[config.mk]
export PLATFORM = sky130hd
export DESIGN_NAME = rob_mw
export DESIGN_NICKNAME = d
export VERILOG_FILES = /design/src/rtl/rob_mw.sv
export SDC_FILE = /design/constraint.sdc
export NUM_CORES = 1
export LEC_CHECK = 0
export ABC_AREA = 0
export ABC_CLOCK_PERIOD_IN_PS = 10300
export BUFFER_PORTS_ARGS = -buffer_cell sky130_fd_sc_hd__buf_2
export CAP_MARGIN = 20
export CORE_MARGIN = 2
export CORE_UTILIZATION = 55
export CTS_CLUSTER_SIZE = 10
export DETAILED_ROUTE_END_ITERATION = 6
export MAX_ROUTING_LAYER = met4
export PLACE_DENSITY_LB_ADDON = 0.05
export SYNTH_ARGS = -nofsm -noshare
export SYNTH_HDL_FRONTEND = slang
export SYNTH_SLANG_ARGS = --single-unit
[constraint.sdc]
create_clock -name clock -period 10.3 [get_ports clock]
set_input_delay 2.06 -clock clock [delete_from_list [all_inputs] [get_ports clock]]
set_output_delay 2.06 -clock clock [all_outputs]
set_load 0.02 [all_outputs]
[src/rtl/rob_mw.sv]
// Multi-wide reorder buffer: in-order allocate, out-of-order complete, in-order retire, branch squash.
// Latency: alloc visible next cycle; CDB write -> commit_valid one cycle later at the earliest.
// Backpressure: all-or-nothing alloc_accept; dispatch holds while a group does not fit or a flush is active.
//
// Ports:
//   clock, reset              posedge clock, asynchronous active-high reset
//   alloc_req/wr_mem/dest     per-lane dispatch request; alloc_accept / alloc_tags back to dispatch
//   cdb_valid/tag/value       completion write ports (higher index wins on duplicate tags)
//   read_tag -> read_value/ready   operand lookup with same-cycle CDB forwarding
//   flush_valid/flush_tag     squash every entry younger than flush_tag
//   commit_*                  per-lane retire outputs to register file / store commit
//   full, empty, free_count   occupancy status
module rob_mw #(
    parameter int ROB_SIZE       = 8,
    parameter int DISPATCH_WIDTH = 2,
    parameter int COMMIT_WIDTH   = 2,
    parameter int CDB_PORTS      = 2,
    parameter int XLEN           = 32,
    parameter int TAG_LEN        = $clog2(ROB_SIZE),
    parameter int CNT_LEN        = $clog2(ROB_SIZE + 1)
) (
    input  logic                              clock,
    input  logic                              reset,
    input  logic [DISPATCH_WIDTH-1:0]         alloc_req,
    input  logic [DISPATCH_WIDTH-1:0]         alloc_wr_mem,
    input  logic [DISPATCH_WIDTH*5-1:0]       alloc_dest,
    output logic                              alloc_accept,
    output logic [DISPATCH_WIDTH*TAG_LEN-1:0] alloc_tags,
    input  logic [CDB_PORTS-1:0]              cdb_valid,
    input  logic [CDB_PORTS*TAG_LEN-1:0]      cdb_tag,
    input  logic [CDB_PORTS*XLEN-1:0]         cdb_value,
    input  logic [TAG_LEN-1:0]                read_tag,
    output logic [XLEN-1:0]                   read_value,
    output logic                              read_ready,
    input  logic                              flush_valid,
    input  logic [TAG_LEN-1:0]                flush_tag,
    output logic [COMMIT_WIDTH-1:0]           commit_valid,
    output logic [COMMIT_WIDTH*5-1:0]         commit_dest,
    output logic [COMMIT_WIDTH*XLEN-1:0]      commit_value,
    output logic [COMMIT_WIDTH-1:0]           commit_wr_mem,
    output logic                              full,
    output logic                              empty,
    output logic [CNT_LEN-1:0]                free_count
);

    // One extra bit so free slots plus same-cycle commits cannot overflow.
    localparam int SW = CNT_LEN + 1;

    logic [ROB_SIZE-1:0]                valid_q, valid_d;
    logic [ROB_SIZE-1:0]                ready_q, ready_d;
    logic [ROB_SIZE-1:0]                wr_mem_q, wr_mem_d;
    logic [ROB_SIZE-1:0][4:0]           dest_q, dest_d;
    logic [ROB_SIZE-1:0][XLEN-1:0]      value_q, value_d;
    logic [TAG_LEN-1:0]                 head_q, head_d;
    logic [TAG_LEN-1:0]                 tail_q, tail_d;
    logic [CNT_LEN-1:0]                 count_q, count_d;

    logic [SW-1:0]                      commit_cnt;
    logic [SW-1:0]                      alloc_n;
    logic [SW-1:0]                      avail;
    logic                               flush_hit;
    logic [TAG_LEN-1:0]                 flush_age;

    assign full       = (count_q == CNT_LEN'(ROB_SIZE));
    assign empty      = (count_q == '0);
    assign free_count = CNT_LEN'(ROB_SIZE) - count_q;

    // Flush position measured as age from head, so wrap-around needs no special case.
    assign flush_hit  = flush_valid && valid_q[flush_tag];
    assign flush_age  = flush_tag - head_q;

    // Commit group: contiguous ready entries from head; a store only retires from lane 0
    // and always closes the group, so at most one store leaves per cycle.
    always_comb begin
        logic [TAG_LEN-1:0] cidx;
        logic               stop;
        cidx          = '0;
        stop          = 1'b0;
        commit_valid  = '0;
        commit_dest   = '0;
        commit_value  = '0;
        commit_wr_mem = '0;
        commit_cnt    = '0;
        for (int j = 0; j < COMMIT_WIDTH; j++) begin
            cidx = head_q + TAG_LEN'(j);
            if (!stop && valid_q[cidx] && ready_q[cidx] && (j == 0 || !wr_mem_q[cidx])) begin
                commit_valid[j]               = 1'b1;
                commit_dest[j*5 +: 5]         = dest_q[cidx];
                commit_value[j*XLEN +: XLEN]  = value_q[cidx];
                commit_wr_mem[j]              = wr_mem_q[cidx];
                commit_cnt                    = commit_cnt + SW'(1);
                if (wr_mem_q[cidx]) begin
                    stop = 1'b1;
                end
            end else begin
                stop = 1'b1;
            end
        end
    end

    // Allocation: slots freed by this cycle's commit count as available.
    always_comb begin
        alloc_n = '0;
        for (int i = 0; i < DISPATCH_WIDTH; i++) begin
            alloc_n = alloc_n + SW'(alloc_req[i]);
        end
        avail        = SW'(free_count) + commit_cnt;
        alloc_accept = !flush_valid && (alloc_n != '0) && (alloc_n <= avail);
        for (int i = 0; i < DISPATCH_WIDTH; i++) begin
            alloc_tags[i*TAG_LEN +: TAG_LEN] = tail_q + TAG_LEN'(i);
        end
    end

    // Operand read with CDB bypass; later ports override earlier ones.
    always_comb begin
        read_value = value_q[read_tag];
        read_ready = ready_q[read_tag];
        for (int p = 0; p < CDB_PORTS; p++) begin
            if (cdb_valid[p] && (cdb_tag[p*TAG_LEN +: TAG_LEN] == read_tag)) begin
                read_value = cdb_value[p*XLEN +: XLEN];
                read_ready = 1'b1;
            end
        end
    end

    // Next state. Order matters: retire, squash, CDB (only into entries still live
    // after retire/squash), then allocation, which may reuse a just-retired slot.
    always_comb begin
        logic [TAG_LEN-1:0] idx;
        logic [TAG_LEN-1:0] age;
        idx      = '0;
        age      = '0;
        valid_d  = valid_q;
        ready_d  = ready_q;
        wr_mem_d = wr_mem_q;
        dest_d   = dest_q;
        value_d  = value_q;
        head_d   = head_q + TAG_LEN'(commit_cnt);
        tail_d   = tail_q;
        count_d  = count_q;

        for (int j = 0; j < COMMIT_WIDTH; j++) begin
            idx = head_q + TAG_LEN'(j);
            if (commit_valid[j]) begin
                valid_d[idx] = 1'b0;
            end
        end

        if (flush_hit) begin
            for (int k = 0; k < ROB_SIZE; k++) begin
                age = TAG_LEN'(k) - head_q;
                if (age > flush_age) begin
                    valid_d[k] = 1'b0;
                end
            end
        end

        for (int p = 0; p < CDB_PORTS; p++) begin
            idx = cdb_tag[p*TAG_LEN +: TAG_LEN];
            if (cdb_valid[p] && valid_d[idx]) begin
                ready_d[idx] = 1'b1;
                value_d[idx] = cdb_value[p*XLEN +: XLEN];
            end
        end

        if (alloc_accept) begin
            for (int i = 0; i < DISPATCH_WIDTH; i++) begin
                idx = tail_q + TAG_LEN'(i);
                if (alloc_req[i]) begin
                    valid_d[idx]  = 1'b1;
                    ready_d[idx]  = 1'b0;
                    wr_mem_d[idx] = alloc_wr_mem[i];
                    dest_d[idx]   = alloc_dest[i*5 +: 5];
                end
            end
            tail_d = tail_q + TAG_LEN'(alloc_n);
        end

        if (flush_hit) begin
            // The flushed branch itself survives; commits this cycle only retire entries up to it.
            tail_d  = flush_tag + TAG_LEN'(1);
            count_d = CNT_LEN'(SW'(flush_age) + SW'(1) - commit_cnt);
        end else begin
            count_d = CNT_LEN'(SW'(count_q) - commit_cnt + (alloc_accept ? alloc_n : '0));
        end
    end

    always_ff @(posedge clock or posedge reset) begin
        if (reset) begin
            valid_q  <= '0;
            ready_q  <= '0;
            wr_mem_q <= '0;
            dest_q   <= '0;
            value_q  <= '0;
            head_q   <= '0;
            tail_q   <= '0;
            count_q  <= '0;
        end else begin
            valid_q  <= valid_d;
            ready_q  <= ready_d;
            wr_mem_q <= wr_mem_d;
            dest_q   <= dest_d;
            value_q  <= value_d;
            head_q   <= head_d;
            tail_q   <= tail_d;
            count_q  <= count_d;
        end
    end

endmodule

==> reports/results.txt <==
Result of the run = completed
Commonest non-fill, non-tap cell in the layout = dfrtp_1
Filler-free cell count of the finished design = 2902
Setup slack of the critical path after layout = 1.67 ns
Core footprint = 0.0422 mm²
Placement-stage cell area = 0.0249 mm²
Number of buffers inserted by post-CTS setup repair = 0
Grt total ovfl = 0
Worst clock skew = 0.0197 ns
Number of buffers created by CTS = 42
Gates resized, CTS repair = 0
Slew headroom = 17.8%
Number of violations reported at the end of detailed-routing iteration 0 = 3210
Half-perimeter wire length after placement = 57200 µm
Setup tns final = 0 ns
Final design utilization = 62.2%
Vias per cell = 8.08
M1 WL = 36400 µm
Clock insertion delay at the later pin of the skew report = 0.59 ns
Setup repair after global routing missed its margin = false
Fraction of the mapped netlist area in adder cells = 2.66%
Worst min-delay path category = reg2reg
Share of the synthesized area in the top cell type = 34.9%
Total design power = 9.47 mW
Critical path required time = 8.24 ns
Slack of the worst reg-to-reg path = 2.78 ns
Share of the synthesized netlist area taken by xor and xnor gates = 0.883%
Antenna violations before repair = 2
Buffers & Inverters on Critical Path = 5
Final Cycle Share = 83.8%
Post-layout instance area = 0.0263 mm²
Leading cell types in the layout, fill and taps excluded = dfrtp_1, nand2_1, buf_2, o22ai_1, mux4_2
Hold Vio Cnt, Final = 0
Netlist cell types = 72
Boundary Pins = 219
Depth of the CTS H-tree = 2
Number of remaining DRC errors = 0
Number of setup violations in the final report = 0
I/O Buffers = 217
Met2 wire length = 43900 µm
Highest metal layer with signal wires = met4
Vias in the first global route = 23.2k
TritonCTS clock tree = yes
Total number of vias = 23.5k
Flip-flop and latch area = 0.00827 mm²
Number of max-capacitance violations reported = 0
Number of buffers inserted for hold repair after clock tree synthesis = 0
Post-synthesis cell area = 0.0237 mm²
Horiz. Die Dim = 211 µm
Wire length of the first global-routing pass = 148000 µm
Most frequent cell on the critical path = ha_1
Startpoint type of the worst setup path = register
CP Capture Type = output port
Static Leakage = 10.5 nW
GPL Wtd Cong = 0.923
Starting Density = 56.0%
Clock Tree Root = clkbuf_16
Worst hold slack = 0.538 ns
Most frequently used flop master after synthesis = dfrtp_1
Number of nets in the final layout = 2479
Arrival time worst endpoint = 6.57 ns
Die Ht = 211 µm
Highest net fanout along the worst path = 51
Transition at the pin with the smallest max-transition slack = 1.23 ns
Ranking of synthesized cells by area = dfrtp_1, mux4_2, o22ai_1
Critical path start-end classification = reg2out
Site row count = 75
Slowest cell on crit path = dfrtp_4
Cells along the critical path = inv_2, ha_1, nor2_1, or4b_2, o2111a_1, a211o_2, inv_1, ha_1, ha_1, ha_1, inv_1, ha_1, a21oi_1, a221o_1, o31ai_1, clkinv_1, buf_2
Count of flip-flops with a built-in enable after synthesis = 0
Main combinational cell family by area after synthesis = compound AO/OA/AOI/OAI gates
Maximum vdd drop = 0.194 mV
Total instance count after detailed placement = 2831
Post-layout min period = 8.63 ns
All-layer global routing usage = 45.9%
Top Family by Delay on Critical Path = adder cells
Post-synthesis register bit count = 330
Warning count from the yosys run = 0
Syn Area/Cell = 10.2 µm²
Power Density = 361 mW/mm²
Post-Synthesis Net Count = 2457
DRT Wirelength = 101000 µm
Remaining antenna violation count after routing = 0
Post-placement setup slack = 2.35 ns
Filler cells = 3544
Post-DR wirelength/cell = 34.7 µm
Compound-gate portion of the synthesized area = 27.4%
Max incr delay on CP = 1.01 ns
Die Footprint = 0.0447 mm²
Pin count of the biggest net entering global routing = 75
Cells after Synth = 2314
Sinks on Clock Net = 330
Area added between synthesis and finish = 10.9%
Number of buffers on the longest clock path = 3
Highest Clock Rate = 116 MHz
Portion of the post-synthesis area used by sequential elements = 34.9%
Max Transition Viols Final = 0
Fraction of layout instances using a drive strength above 1 = 27.4%
Post-synthesis async set-or-reset flop share = 100%
Proportion of synthesized area in mux cells = 19.7%
Clock transition at path regs = 0.06 ns
Multi-input gate area = 0.0142 mm²
Iteration count of the initial detailed-routing pass = 7
Post-synthesis simple-gate area fraction = 8.64%
DR WL met3 = 13300 µm
Cell taking the most area after synthesis = dfrtp_1
cells by family after synthesis:
kind of cell | after synthesis
AO/OA/AOI/OAI | 883
AND/OR/NAND/NOR | 405
buffers and inverters | 350
flip-flops | 330
multiplexers | 274
adder cells (fa/ha/maj) | 48
XOR/XNOR | 23
other | 1
power by group:
group,internal (mW),switching (mW)
sequential,1.93,0.832
combinational,2.21,3.00
clock,0.885,0.605
Yosys cell counts (6+ instances only):
master,count
a31oi_1,8
o31ai_1,35
a32oi_1,6
o22ai_1,170
nand3_1,13
nor2b_1,13
nor4_1,50
a22o_1,64
ha_1,44
buf_2,40
mux4_2,144
nor4_2,20
dfrtp_1,330
a211o_1,34
nand2b_1,11
o22a_1,37
mux2i_1,40
a22oi_1,97
buf_1,24
and2_1,7
o2bb2ai_1,96
inv_1,41
o21ai_0,80
clkbuf_1,238
xor2_1,9
mux2_2,90
nor3_1,11
xnor2_1,13
a2bb2oi_1,96
nand2_1,223
nor2_1,28
a21oi_1,90
o221ai_1,37
final timing paths:
check | cells past startpoint | to | start
worst max-delay path | 17 | alloc_accept | head_q[1]
worst min-delay path | 1 | value_q[233] | value_q[233]
worst max register to register | 25 | count_q[2] | head_q[1]
worst min register to register | 1 | value_q[233] | value_q[233]
max in group asynchronous | 4 | head_q[2] | reset
min in group asynchronous | 3 | tail_q[0] | reset
state kept, by name, summed over array words and instances, names as in the netlist:
register	flops
count_q	4
tail_q	3
wr_mem_q	8
head_q	3
ready_q	8
valid_q	8
value_q	256
dest_q	40
metal layers:
metal | global-route usage, % | vias to the layer above
li1 | - | 9200
met1 | 57.8 | 11500
met2 | 66.7 | 2150
met3 | 12.1 | 588
met4 | 27.8 | 0
met5 | - | -
worst reg2reg max path: stages, from the launching register on:
cell	delay (ns)
dfrtp_4	1.01
inv_2	0.30
ha_1	0.57
nor2_1	0.33
or4b_2	0.68
o2111a_1	0.20
a211o_2	0.29
inv_1	0.10
ha_1	0.30
ha_1	0.23
ha_1	0.28
inv_1	0.04
ha_1	0.29
a21oi_1	0.08
a221o_1	0.27
o31ai_1	0.63
clkinv_1	0.20
buf_4	0.27
nand2_1	0.12
ha_1	0.24
inv_1	0.06
ha_1	0.17
inv_1	0.07
fa_1	0.44
xor2_1	0.16
a21oi_1	0.14
cell type report:
class	count	share of cell area, %
Multi-Input combinational cell	1634	54.1
Sequential cell	330	31.5
Timing Repair Buffer	284	6.07
Clock buffer	66	4.97
Tap cell	539	2.57
Inverter	44	0.643
Clock inverter	3	0.153
Antenna cell	2	0.0191
(Power assumes the default switching activity.)
